File: config.mk
export PLATFORM = sky130hd
export DESIGN_NAME = uart_tx_io
export DESIGN_NICKNAME = d
export VERILOG_FILES = /design/src/rtl/uart_tx_io.sv
export SDC_FILE = /design/constraint.sdc
export NUM_CORES = 1
export LEC_CHECK = 0
export BUFFER_PORTS_ARGS = -buffer_cell sky130_fd_sc_hd__buf_4
export CAP_MARGIN = 10
export CORE_MARGIN = 2
export CORE_UTILIZATION = 45
export DETAILED_ROUTE_END_ITERATION = 8
export HOLD_SLACK_MARGIN = 0.03
export PLACE_DENSITY = 0.6
export SYNTH_ARGS = -nofsm -noshare
export SYNTH_HDL_FRONTEND = slang
export SYNTH_SLANG_ARGS = --single-unit
export TNS_END_PERCENT = 100
File: constraint.sdc
create_clock -name clk -period 4.1 [get_ports clk]
set_clock_uncertainty 0.1 [all_clocks]
set_input_delay 0.205 -clock clk [delete_from_list [all_inputs] [get_ports clk]]
set_output_delay 0.205 -clock clk [all_outputs]
set_load 0.05 [all_outputs]
File: src/rtl/uart_tx_io.sv
// Memory-mapped 8N1 UART transmitter on the CPU I/O bus: a byte-lane register window,
// a small TX FIFO and a frame serialiser with a programmable bit period.
module uart_tx_io #(
  parameter logic [15:0] ADDRBASE    = 16'h0010,
  parameter int          FIFODEPTH   = 4,
  parameter logic [15:0] DEFAULT_DIV = 16'd104
) (
  input  logic        clk,
  input  logic        reset,
  input  logic [15:0] dread_addr,
  output logic [15:0] dread_data,
  input  logic [15:0] dwrite_addr,
  input  logic [15:0] dwrite_data,
  input  logic [1:0]  dwrite_en,
  output logic        txd,
  output logic        irq
);

  localparam int PW = (FIFODEPTH > 1) ? $clog2(FIFODEPTH) : 1;
  localparam int CW = $clog2(FIFODEPTH) + 1;
  localparam logic [CW-1:0] FULL_CNT = CW'(FIFODEPTH);

  typedef enum logic [1:0] {
    IDLE  = 2'd0,
    START = 2'd1,
    DATA  = 2'd2,
    STOP  = 2'd3
  } state_t;

  state_t        state;
  logic [7:0]    fifo_mem [FIFODEPTH];
  logic [PW-1:0] wr_ptr;
  logic [PW-1:0] rd_ptr;
  logic [CW-1:0] count;
  logic          overflow;
  logic          ien;
  logic [15:0]   divisor;
  logic [7:0]    shreg;
  logic [15:0]   eff_div;
  logic [15:0]   baud;
  logic [2:0]    bit_idx;

  logic          full;
  logic          empty;
  logic          busy;
  logic          pop;
  logic          push;
  logic          push_ok;
  logic          push_drop;
  logic [7:0]    push_data;
  logic          status_wr;
  logic [7:0]    status_data;
  logic          div_lo_wr;
  logic [7:0]    div_lo;
  logic          div_hi_wr;
  logic [7:0]    div_hi;
  logic [15:0]   eff_next;
  logic [7:0]    status_byte;

  logic [15:0]   lane_addr [2];
  logic [7:0]    lane_byte [2];
  logic [1:0]    lane_off  [2];
  logic [1:0]    lane_hit;

  function automatic logic in_window(input logic [15:0] a);
    logic [15:0] rel;
    rel = a - ADDRBASE;
    return (rel < 16'd4);
  endfunction

  function automatic logic [1:0] reg_offset(input logic [15:0] a);
    logic [15:0] rel;
    rel = a - ADDRBASE;
    return rel[1:0];
  endfunction

  function automatic logic [7:0] read_byte(input logic [15:0] a, input logic [7:0] status,
                                           input logic [15:0] div);
    logic [7:0] rb;
    if (!in_window(a)) begin
      rb = 8'h00;
    end else begin
      case (reg_offset(a))
        2'd0:    rb = 8'h00;
        2'd1:    rb = status;
        2'd2:    rb = div[7:0];
        2'd3:    rb = div[15:8];
        default: rb = 8'h00;
      endcase
    end
    return rb;
  endfunction

  assign full        = (count == FULL_CNT);
  assign empty       = (count == {CW{1'b0}});
  assign busy        = (state != IDLE);
  assign irq         = ien & empty & ~busy;
  assign status_byte = {ien, 3'b000, overflow, busy, empty, full};
  assign eff_next    = (divisor == 16'd0) ? 16'd1 : divisor;
  assign pop         = ~empty & ((state == IDLE) | ((state == STOP) & (baud == 16'd0)));
  assign push_ok     = push & ~full;
  assign push_drop   = push & full;

  assign lane_addr[0] = dwrite_addr;
  assign lane_addr[1] = dwrite_addr + 16'd1;
  assign lane_byte[0] = dwrite_data[7:0];
  assign lane_byte[1] = dwrite_data[15:8];
  assign lane_off[0]  = reg_offset(lane_addr[0]);
  assign lane_off[1]  = reg_offset(lane_addr[1]);
  assign lane_hit[0]  = dwrite_en[0] & in_window(lane_addr[0]);
  assign lane_hit[1]  = dwrite_en[1] & in_window(lane_addr[1]);

  // Route each enabled byte lane to the register its own address selects.
  always_comb begin
    push        = 1'b0;
    push_data   = 8'h00;
    status_wr   = 1'b0;
    status_data = 8'h00;
    div_lo_wr   = 1'b0;
    div_lo      = 8'h00;
    div_hi_wr   = 1'b0;
    div_hi      = 8'h00;
    for (int i = 0; i < 2; i++) begin
      case ({lane_hit[i], lane_off[i]})
        3'b100: begin push = 1'b1;      push_data   = lane_byte[i]; end
        3'b101: begin status_wr = 1'b1; status_data = lane_byte[i]; end
        3'b110: begin div_lo_wr = 1'b1; div_lo      = lane_byte[i]; end
        3'b111: begin div_hi_wr = 1'b1; div_hi      = lane_byte[i]; end
        default: ;
      endcase
    end
  end

  // FIFO storage; contents are don't-care once the pointers are reset.
  always_ff @(posedge clk) begin
    if (push_ok) begin
      fifo_mem[wr_ptr] <= push_data;
    end
  end

  // FIFO pointers/count and the control registers.
  always_ff @(posedge clk or posedge reset) begin
    if (reset) begin
      wr_ptr   <= {PW{1'b0}};
      rd_ptr   <= {PW{1'b0}};
      count    <= {CW{1'b0}};
      overflow <= 1'b0;
      ien      <= 1'b0;
      divisor  <= DEFAULT_DIV;
    end else begin
      if (push_ok) begin
        wr_ptr <= wr_ptr + {{(PW-1){1'b0}}, 1'b1};
      end
      if (pop) begin
        rd_ptr <= rd_ptr + {{(PW-1){1'b0}}, 1'b1};
      end
      case ({push_ok, pop})
        2'b10:   count <= count + {{(CW-1){1'b0}}, 1'b1};
        2'b01:   count <= count - {{(CW-1){1'b0}}, 1'b1};
        default: count <= count;
      endcase
      // A drop in the same cycle as a clear request leaves the flag set.
      if (push_drop) begin
        overflow <= 1'b1;
      end else if (status_wr && status_data[3]) begin
        overflow <= 1'b0;
      end
      if (status_wr) begin
        ien <= status_data[7];
      end
      if (div_lo_wr) begin
        divisor[7:0] <= div_lo;
      end
      if (div_hi_wr) begin
        divisor[15:8] <= div_hi;
      end
    end
  end

  // Frame serialiser; a frame is 10 bit slots of eff_div clocks each.
  always_ff @(posedge clk or posedge reset) begin
    if (reset) begin
      state   <= IDLE;
      txd     <= 1'b1;
      shreg   <= 8'h00;
      eff_div <= 16'd1;
      baud    <= 16'd0;
      bit_idx <= 3'd0;
    end else begin
      case (state)
        IDLE: begin
          if (pop) begin
            state   <= START;
            txd     <= 1'b0;
            shreg   <= fifo_mem[rd_ptr];
            eff_div <= eff_next;
            baud    <= eff_next - 16'd1;
          end else begin
            txd <= 1'b1;
          end
        end
        START: begin
          if (baud == 16'd0) begin
            state   <= DATA;
            txd     <= shreg[0];
            shreg   <= {1'b0, shreg[7:1]};
            bit_idx <= 3'd0;
            baud    <= eff_div - 16'd1;
          end else begin
            baud <= baud - 16'd1;
          end
        end
        DATA: begin
          if (baud == 16'd0) begin
            baud <= eff_div - 16'd1;
            if (bit_idx == 3'd7) begin
              state <= STOP;
              txd   <= 1'b1;
            end else begin
              bit_idx <= bit_idx + 3'd1;
              txd     <= shreg[0];
              shreg   <= {1'b0, shreg[7:1]};
            end
          end else begin
            baud <= baud - 16'd1;
          end
        end
        STOP: begin
          if (baud == 16'd0) begin
            // Chain straight into the next start bit when more data is queued.
            if (pop) begin
              state   <= START;
              txd     <= 1'b0;
              shreg   <= fifo_mem[rd_ptr];
              eff_div <= eff_next;
              baud    <= eff_next - 16'd1;
            end else begin
              state <= IDLE;
              txd   <= 1'b1;
            end
          end else begin
            baud <= baud - 16'd1;
          end
        end
        default: begin
          state <= IDLE;
          txd   <= 1'b1;
        end
      endcase
    end
  end

  // Registered read path: each lane returns pre-edge register contents.
  always_ff @(posedge clk or posedge reset) begin
    if (reset) begin
      dread_data <= 16'h0000;
    end else begin
      dread_data <= {read_byte(dread_addr + 16'd1, status_byte, divisor),
                     read_byte(dread_addr, status_byte, divisor)};
    end
  end

endmodule

==> reports/results.ini, run 1 <==
[timing]
worst_pin_slew_ps = 1090
rsz0062_at_grt = no
finalSetupTns_ps = 0
holdWs_ps = 85.1
setup_ws_ps = 843
finalCritPeriodShare = 0.794
max_slew_margin = 0.268
hold_violations = 0
clock.fmax_mhz = 307
drv_slew = 0
finalSetupViolCount = 0
fin_crit_ps = 3260

[die]
die_w_um = 130
die_y_um = 130
dieArea_um2 = 16900
design.core.area_um2 = 15700
boundaryPins = 70
start_util = 0.455
rows = 46

[route]
vias_per_cell = 5.87
met3_length_um = 1020
drc = 0
final_antenna_net_count = 0
met2_length_um = 8840
top_layer = met4
vias = 5774
firstDrtPassIters = 6
wirelength_um = 18500
first_iter_violations = 411
wl_per_cell_um = 18.8
wl_met1_um = 8410

[power]
p_leak_nw = 3.50
power.density_nw_per_um2 = 422
peakVddDrop_mv = 0.286

[global_routing]
grt_pass1_vias = 5530
grtUsageTotal = 0.229
grt_pass1_wl_um = 29600
grt_overflow = 0
grt_max_degree = 48
antenna_found_initial = 0

[clock_network]
ctsResizeCount = 0
clk_pin_slew_ps = 60
hold_buffers = 28
cts_tree = yes
cts_sinks = 119
cts_htree_levels = 4
post_cts_buffers = 0
cts_max_path_buffers = 2
cts-root-buf = clkbuf_16
numCtsBuffers = 17
clock_latency_ps = 410

[critical_path]
slowest_stage = dfstp_2
path_class = reg -> reg
required_ps = 4310
worstSetupStartpointType = flop
r2r_cells = 11
cp-end-kind = flop
crit_path_start = divisor[3]
worstPathCellList = nor2_1 -> nand4_1 -> nor3_1 -> nor2_1 -> ha_1 -> nor4b_1 -> nand2_1 -> nor4b_1 -> xor2_1 -> mux2i_1 -> o32ai_1
reg2reg_to = baud[14]
cp_max_fo = 8
cp.arrival_ps = 3470
r2r_slack_ps = 840
r2r-start = divisor[3]
slowest_delay_ps = 640

[placed_design]
io_buffers = 69
placed_area_um2 = 7840
hpwl_um = 13400
gp_congestion = 0.853
place_ws_ps = 887

[layout]
flow.area_growth_from_synthesis_pct = 21.7
antenna_cells = 0
final_area_um2 = 8700
drive_gt1_frac = 0.254
nets = 823

[logic_synthesis]
synth_nets = 734
yosys.area.top_type = dfrtp_1
synth-edff-count = 32
syn_area_um2 = 7150
synthFlopType = dfrtp_1
yosysWarnings = 0
yosysUniqueCellTypes = 88
yosys_register_bits = 119
async_reset_ff_frac = 0.731
synth_commonest_cells = 82 x dfrtp_1, 65 x nor2_1, 40 x nand2_1
seq_area_frac_synth = 0.440
synth_cells = 666
synth_top_area_share = 0.287
synth_most_common_cell = dfrtp_1
synthTopCellsByArea = dfrtp_1 29%, edfxtp_1 13%, mux2_2 4.6%
avgSynthCellArea_um2 = 10.7

[hold_path]
min_to = dread_data[1]
hold_class = in -> reg
min-delay-start = dread_addr[10]
whs_path_depth = 4

[run_status]
outcome = finished, final reports clean

[flow_run]
maxCapViolCount = 0

worst max-delay path by stage:
stage               endpoint  slack [ps]
CTS                 baud[14]         880
finish              baud[14]         840
detailed placement  baud[14]         890
floorplan           count[2]        1170
global route        baud[14]         540
global placement    baud[14]        1010
power by group:
part           leakage, nW  switching [W]  internal, W
combinational         1.89       0.000495     0.000371
clock                0.282       0.000604     0.000859
sequential            1.33      0.0000790      0.00126
placed cells by master (no fill, tap or decap), types with 6 or more instances in the layout:
| master | instances |
|---|---|
| a21oi_1 | 27 |
| a221o_1 | 16 |
| a22o_1 | 12 |
| a22oi_1 | 6 |
| a31oi_1 | 8 |
| buf_4 | 79 |
| clkbuf_16 | 17 |
| dfrtp_1 | 82 |
| dlygate4sd3_1 | 28 |
| edfxtp_1 | 32 |
| ha_1 | 15 |
| inv_1 | 22 |
| inv_6 | 7 |
| mux2_2 | 29 |
| mux2_4 | 8 |
| mux2i_1 | 11 |
| mux4_2 | 8 |
| nand2_1 | 40 |
| nand3_1 | 15 |
| nor2_1 | 65 |
| nor3_1 | 15 |
| nor3b_1 | 15 |
| nor4_1 | 13 |
| o21ai_0 | 20 |
| o22ai_1 | 8 |
| or3_1 | 8 |
| xnor2_1 | 20 |
| xor2_1 | 18 |
state kept, by name, summed over array words and instances, names as in the netlist:
| name | cells |
|---|---|
| baud | 16 |
| bit_idx | 3 |
| count | 3 |
| divisor | 16 |
| dread_data | 16 |
| eff_div | 16 |
| fifo_mem | 32 |
| ien | 1 |
| overflow | 1 |
| rd_ptr | 2 |
| shreg | 8 |
| state | 2 |
| txd | 1 |
| wr_ptr | 2 |
worst max-delay path, delay by kind of cell (launching register included):
family / cells / cell delay [ps]
and+or+nand+nor: 7 / 1700
DFF: 1 / 640
adders and majority gates: 1 / 260
xor gates and xnor gates: 1 / 230
AOI/OAI and AO/OA: 1 / 110
muxes: 1 / 100
layer usage:
layer / vias to the layer above / track usage
li1: 2687 / -
met1: 2832 / 0.322
met2: 229 / 0.357
met3: 26 / 0.0455
met4: 0 / 0.0765
met5: - / 0
cell families (layout without fill, tap and decap cells):
logic type,after synthesis,after routing,share of synthesized area
and+or+nand+nor,226,226,0.182
AOI/OAI and AO/OA,147,147,0.156
adders and majority gates,17,17,0.0305
DFF,119,119,0.440
xor gates and xnor gates,39,39,0.0504
muxes,56,56,0.103
buffers and inverters,62,164,0.0376
stage by stage:
stage,std cells,power [W],util
global route,984,0.00384,0.554
CTS,984,0.00369,0.554
floorplan,666,0.00197,-
detailed placement,924,0.00221,0.499
finish,984,0.00367,0.554
global placement,924,0.00219,0.499
area by class of cell:
type,instances,area [µm²]
inverters,25,96.3
clock buffers,17,425
well taps,216,270
multi-input cells,485,3730
clock inverters,15,155
repair buffers,107,873
fillers,1340,7020
flip-flops and latches,119,3140
(Power assumes the default switching activity.)
==> inputs of run 2 (changes only) <==
ABC_AREA = 1   (was not set)
clock period = 3.04 ns   (was 4.1 ns; I/O delays follow)
==> reports/results.ini, run 2 <==
[layout]
regMostFlops = fifo_mem
drive_gt1_frac = 0.153
fillers = 1554
final_cells = 1348
final_common_cell = nand2_1
nets = 1183
final_cell_mix = 233 x nand2_1, 126 x nor2_1, 115 x inv_1
flow.area_growth_from_synthesis_pct = 23.2
largest_reg_flops = 32
antenna_cells = 0

[logic_synthesis]
synth_cells = 999
yosys.area.top_type = dfrtp_1
synth_commonest_cells = 233 x nand2_1, 126 x nor2_1, 116 x inv_1
synth_top_area_share = 0.275
synth-edff-count = 32
synthFlopType = dfrtp_1
yosysWarnings = 0
synthAdderAreaFrac = 0.0279
synth_most_common_cell = nand2_1
synthTopCellsByArea = dfrtp_1 28%, edfxtp_1 13%, nand2_1 12%
yosys_register_bits = 119
synth_xor_xnor_area_share = 0.0411
synth_compound_area_frac = 0.126
syn_area_um2 = 7460
async_reset_ff_frac = 0.731
synth_nets = 1067
avgSynthCellArea_um2 = 7.46
yosysUniqueCellTypes = 47
synthSimpleGateAreaFrac = 0.304
synth_top_family_by_area = simple AND/OR/NAND/NOR gates
synth.area.mux_share = 0
seq_area_frac_synth = 0.422

[die]
rows = 47
start_util = 0.454
boundaryPins = 70
design.core.area_um2 = 16400
die_y_um = 133
die_w_um = 133
dieArea_um2 = 17600

[timing]
rsz0062_at_grt = no
fin_crit_ps = 2660
finalSetupTns_ps = 0
clock.fmax_mhz = 376
max_slew_margin = 0.337
worst_pin_slew_ps = 995
hold_violations = 0
drv_slew = 0
finalCritPeriodShare = 0.874
finalSetupViolCount = 0

[route]
vias = 6891
wl_per_cell_um = 14.9
final_antenna_net_count = 0
first_iter_violations = 564
drc = 0
vias_per_cell = 5.11
wirelength_um = 20000
firstDrtPassIters = 6

[critical_path]
cp_max_fo = 4
path_class = reg -> reg
worstSetupStartpointType = flop
crit_top_cell = nand2_1
crit_family = adder cells
cp.arrival_ps = 2860
slowest_stage = dfrtp_1
cp-end-kind = flop
worstPathCellList = inv_1 -> ha_1 -> nand2_1 -> nor2_4 -> nand2_1 -> o21ai_1 -> nand2_1 -> inv_2 -> ha_1 -> inv_1 -> fa_1 -> a21oi_1 -> o21ai_0 -> xor2_1
slowest_delay_ps = 390
path_buf_inv = 3
required_ps = 3240

[clock_network]
cts_max_path_buffers = 2
cts_sinks = 119
numCtsBuffers = 17
cts-root-buf = clkbuf_16
ctsResizeCount = 0
post_cts_buffers = 0
hold_buffers = 26
clock_latency_ps = 430
cts_htree_levels = 4
clk_pin_slew_ps = 60
cts_tree = yes

[hold_path]
hold_class = in -> reg

[global_routing]
grt_max_degree = 57
grt_pass1_vias = 6578
grt_overflow = 0
grtUsageTotal = 0.238
antenna_found_initial = 0
grt_pass1_wl_um = 33100

[placed_design]
gp_congestion = 0.931
place_inst = 1290
hpwl_um = 15200
io_buffers = 69

[power]
peakVddDrop_mv = 0.360
finalPower_w = 0.00703
p_leak_nw = 4.35
power.density_nw_per_um2 = 765

[run_status]
outcome = finished, final reports clean

[flow_run]
maxCapViolCount = 0

## run 2: cell types whose count changed in the layout (fill, tap and decap cells not counted), moves of 16 or more
cell     delta
a221o_1    -16
buf_4      +16
inv_1      +93
mux2_2     -29
nand2_1   +193
nand3_1    +80
nor2_1     +61
o21ai_0    +60
## run 2: metrics by stage
stage	setup WS [ps]	util	hold WS, ps	area [µm²]
after floorplan	374	-	173	7460
after global placement	287	0.507	304	8320
after detailed placement	249	0.507	309	8320
after CTS	396	0.560	43.5	9190
after global routing	144	0.560	84.6	9190
final	382	0.560	68.6	9190
## run 2: cells by family after synthesis
| family | Yosys count |
|---|---|
| flip-flops | 119 |
| XOR/XNOR | 35 |
| adder cells (fa/ha/maj) | 16 |
| AO/OA/AOI/OAI | 167 |
| buffers and inverters | 147 |
| AND/OR/NAND/NOR | 515 |
## run 2: worst min-delay path, cell delays in order
cell	delay [ps]
buf_4	100
nor2_1	90
a21oi_1	150
nor2_1	50
## run 2: area by class of cell
type	count	area (µm²)	share of cell area
clock inverters	15	183	0.0199
clock buffers	17	425	0.0463
inverters	123	465	0.0507
well taps	220	275	0.0300
repair buffers	121	973	0.106
multi-input cells	733	3720	0.405
flip-flops and latches	119	3140	0.342
## run 2: worst paths after layout
kind                                    start        endpoint  slack [ps]  cells after the start
min in group asynchronous               reset      bit_idx[2]         370                      3
worst min register to register       shreg[0]        shreg[0]         390                      1
worst max-delay path                  baud[0]        count[2]         380                     14
worst max register to register        baud[0]        count[2]         380                     14
worst min-delay path            dread_addr[1]  dread_data[15]          70                      4
max in group asynchronous               reset   dread_data[6]        1640                      4
## run 2: routing by layer
| metal | share of wire | global-route usage | vias to the layer above |
|---|---|---|---|
| met3 | 0.041 | 0.0456 | 36 |
| met5 | 0 | 0 | - |
| met1 | 0.45 | 0.318 | 3134 |
| met2 | 0.48 | 0.386 | 186 |
| met4 | 0.025 | 0.0902 | 0 |
| li1 | - | - | 3535 |
## run 2: power by group
part	switching, W	internal, W
clock network	0.000830	0.00124
logic	0.00189	0.00102
registers	0.000167	0.00187
total	0.00289	0.00414
==> inputs of run 3 (changes only) <==
REMOVE_ABC_BUFFERS = 1   (was not set)
clock period = 3.3 ns   (was 3.04 ns; I/O delays follow)
==> reports/results.ini, run 3 (synthesis results as in run 2) <==
[critical_path]
r2r_slack_ps = 640
worstPathCellList = inv_1 -> ha_1 -> nand2_1 -> nor2_4 -> nand2_1 -> o21ai_1 -> nand2_1 -> inv_2 -> ha_1 -> inv_1 -> fa_1 -> a21oi_1 -> o21ai_0 -> xor2_1
crit_top_cell = nand2_1
worstSetupStartpointType = flop
cp.arrival_ps = 2860
required_ps = 3500
slowest_stage = dfrtp_1
path_buf_inv = 3
path_class = reg -> reg
cp-end-kind = flop
crit_family = adder cells
slowest_delay_ps = 400
cp_max_fo = 4

[die]
die_y_um = 133
rows = 47
die_w_um = 133
dieArea_um2 = 17600
design.core.area_um2 = 16400
boundaryPins = 70
start_util = 0.454

[route]
wl_per_cell_um = 15.0
drc = 0
firstDrtPassIters = 5
vias_per_cell = 5.14
final_antenna_net_count = 0
vias = 6869
wirelength_um = 20100
first_iter_violations = 491

[layout]
fillers = 1593
post-route-util = 0.551
largest_reg_flops = 32
final_area_um2 = 9030
final_cells = 1337
nets = 1172
flow.area_growth_from_synthesis_pct = 21.2
regMostFlops = fifo_mem
antenna_cells = 0
final_cell_mix = 233 x nand2_1, 126 x nor2_1, 115 x inv_1
drive_gt1_frac = 0.146
final_common_cell = nand2_1

[placed_design]
io_buffers = 69
gp_congestion = 0.943
hpwl_um = 15200
placed_area_um2 = 8260
place_inst = 1281

[clock_network]
cts-root-buf = clkbuf_16
cts_sinks = 119
post_cts_buffers = 0
clk_pin_slew_ps = 60
numCtsBuffers = 17
clock_latency_ps = 420
cts_tree = yes
cts_max_path_buffers = 2
cts_htree_levels = 4

[timing]
hold_violations = 0
finalSetupViolCount = 0
finalSetupTns_ps = 0
finalCritPeriodShare = 0.807
rsz0062_at_grt = no
clock.fmax_mhz = 375
holdWs_ps = 63.9
worst_pin_slew_ps = 940
drv_slew = 0
max_slew_margin = 0.373
fin_crit_ps = 2660

[hold_path]
hold_class = in -> reg

[global_routing]
grt_pass1_vias = 6693
grt_max_degree = 53
grtUsageTotal = 0.240
grt_overflow = 0
antenna_found_initial = 0
grt_pass1_wl_um = 33500

[flow_run]
maxCapViolCount = 0

[power]
p_clk_frac = 0.266
switchingPower_w = 0.00258
power.density_nw_per_um2 = 685
pwr-share-seq = 0.309
p_leak_nw = 4.25
internal_power_w = 0.00361
power_frac_comb = 0.425
swShare = 0.417
peakVddDrop_mv = 0.379

[run_status]
outcome = finished, final reports clean

[run 3: cell count changes in the layout (fill, tap and decap cells not counted), moves of 3 or more]
cell and delta:
buf_4 -10, clkinv_2 +4, clkinvlp_4 +4, inv_8 -4, inv_6 -3
[run 3: power groups by stage]
stage / logic [W] / clock network [W] / registers, W
finish: 0.00263 / 0.00165 / 0.00191
global route: 0.00299 / 0.00176 / 0.00194
CTS: 0.00263 / 0.00167 / 0.00191
detailed placement: 0.00259 / 0 / 0.00194
global placement: 0.00260 / 0 / 0.00193
floorplan: 0.00187 / 0 / 0.00191
[run 3: per-layer routing]
metal | global-route usage | part of all wire | vias to the layer above | wire length, µm
li1 | - | - | 3501 | -
met1 | 0.325 | 0.46 | 3171 | 9340
met2 | 0.391 | 0.47 | 164 | 9510
met3 | 0.0395 | 0.040 | 33 | 800
met4 | 0.0854 | 0.022 | 0 | 446
met5 | 0 | 0 | - | 0
[run 3: metrics by stage]
stage / total power [W] / setup WS, ps
finish: 0.00619 / 637
global route: 0.00669 / 351
CTS: 0.00621 / 642
detailed placement: 0.00453 / 451
global placement: 0.00454 / 492
floorplan: 0.00377 / 320
[run 3: worst paths after layout]
path | start | to | cells after the start
setup / recovery | baud[0] | count[2] | 14
hold / removal | dread_addr[0] | dread_data[6] | 4
setup reg to reg | baud[0] | count[2] | 14
hold reg to reg | shreg[7] | shreg[7] | 2
max in group asynchronous | reset | divisor[6] | 4
min in group asynchronous | reset | bit_idx[1] | 3
[run 3: worst min-delay path: stages]
cell and delay, ps:
buf_4 100, nor2_1 120, nand2_1 80, a21oi_1 60
[run 3: what timing repair did]
action,CTS,global route
gates resized for setup,0,0
hold endpoints to repair,67,0
hold buffers,24,0
[run 3: final cells by class]
cell class,count,area (µm²),share of cell area
clock buffers,18,429,0.0475
inverters,123,465,0.0515
well taps,220,275,0.0305
repair buffers,110,898,0.0994
flip-flops and latches,119,3140,0.348
clock inverters,14,101,0.0112
multi-input cells,733,3720,0.412
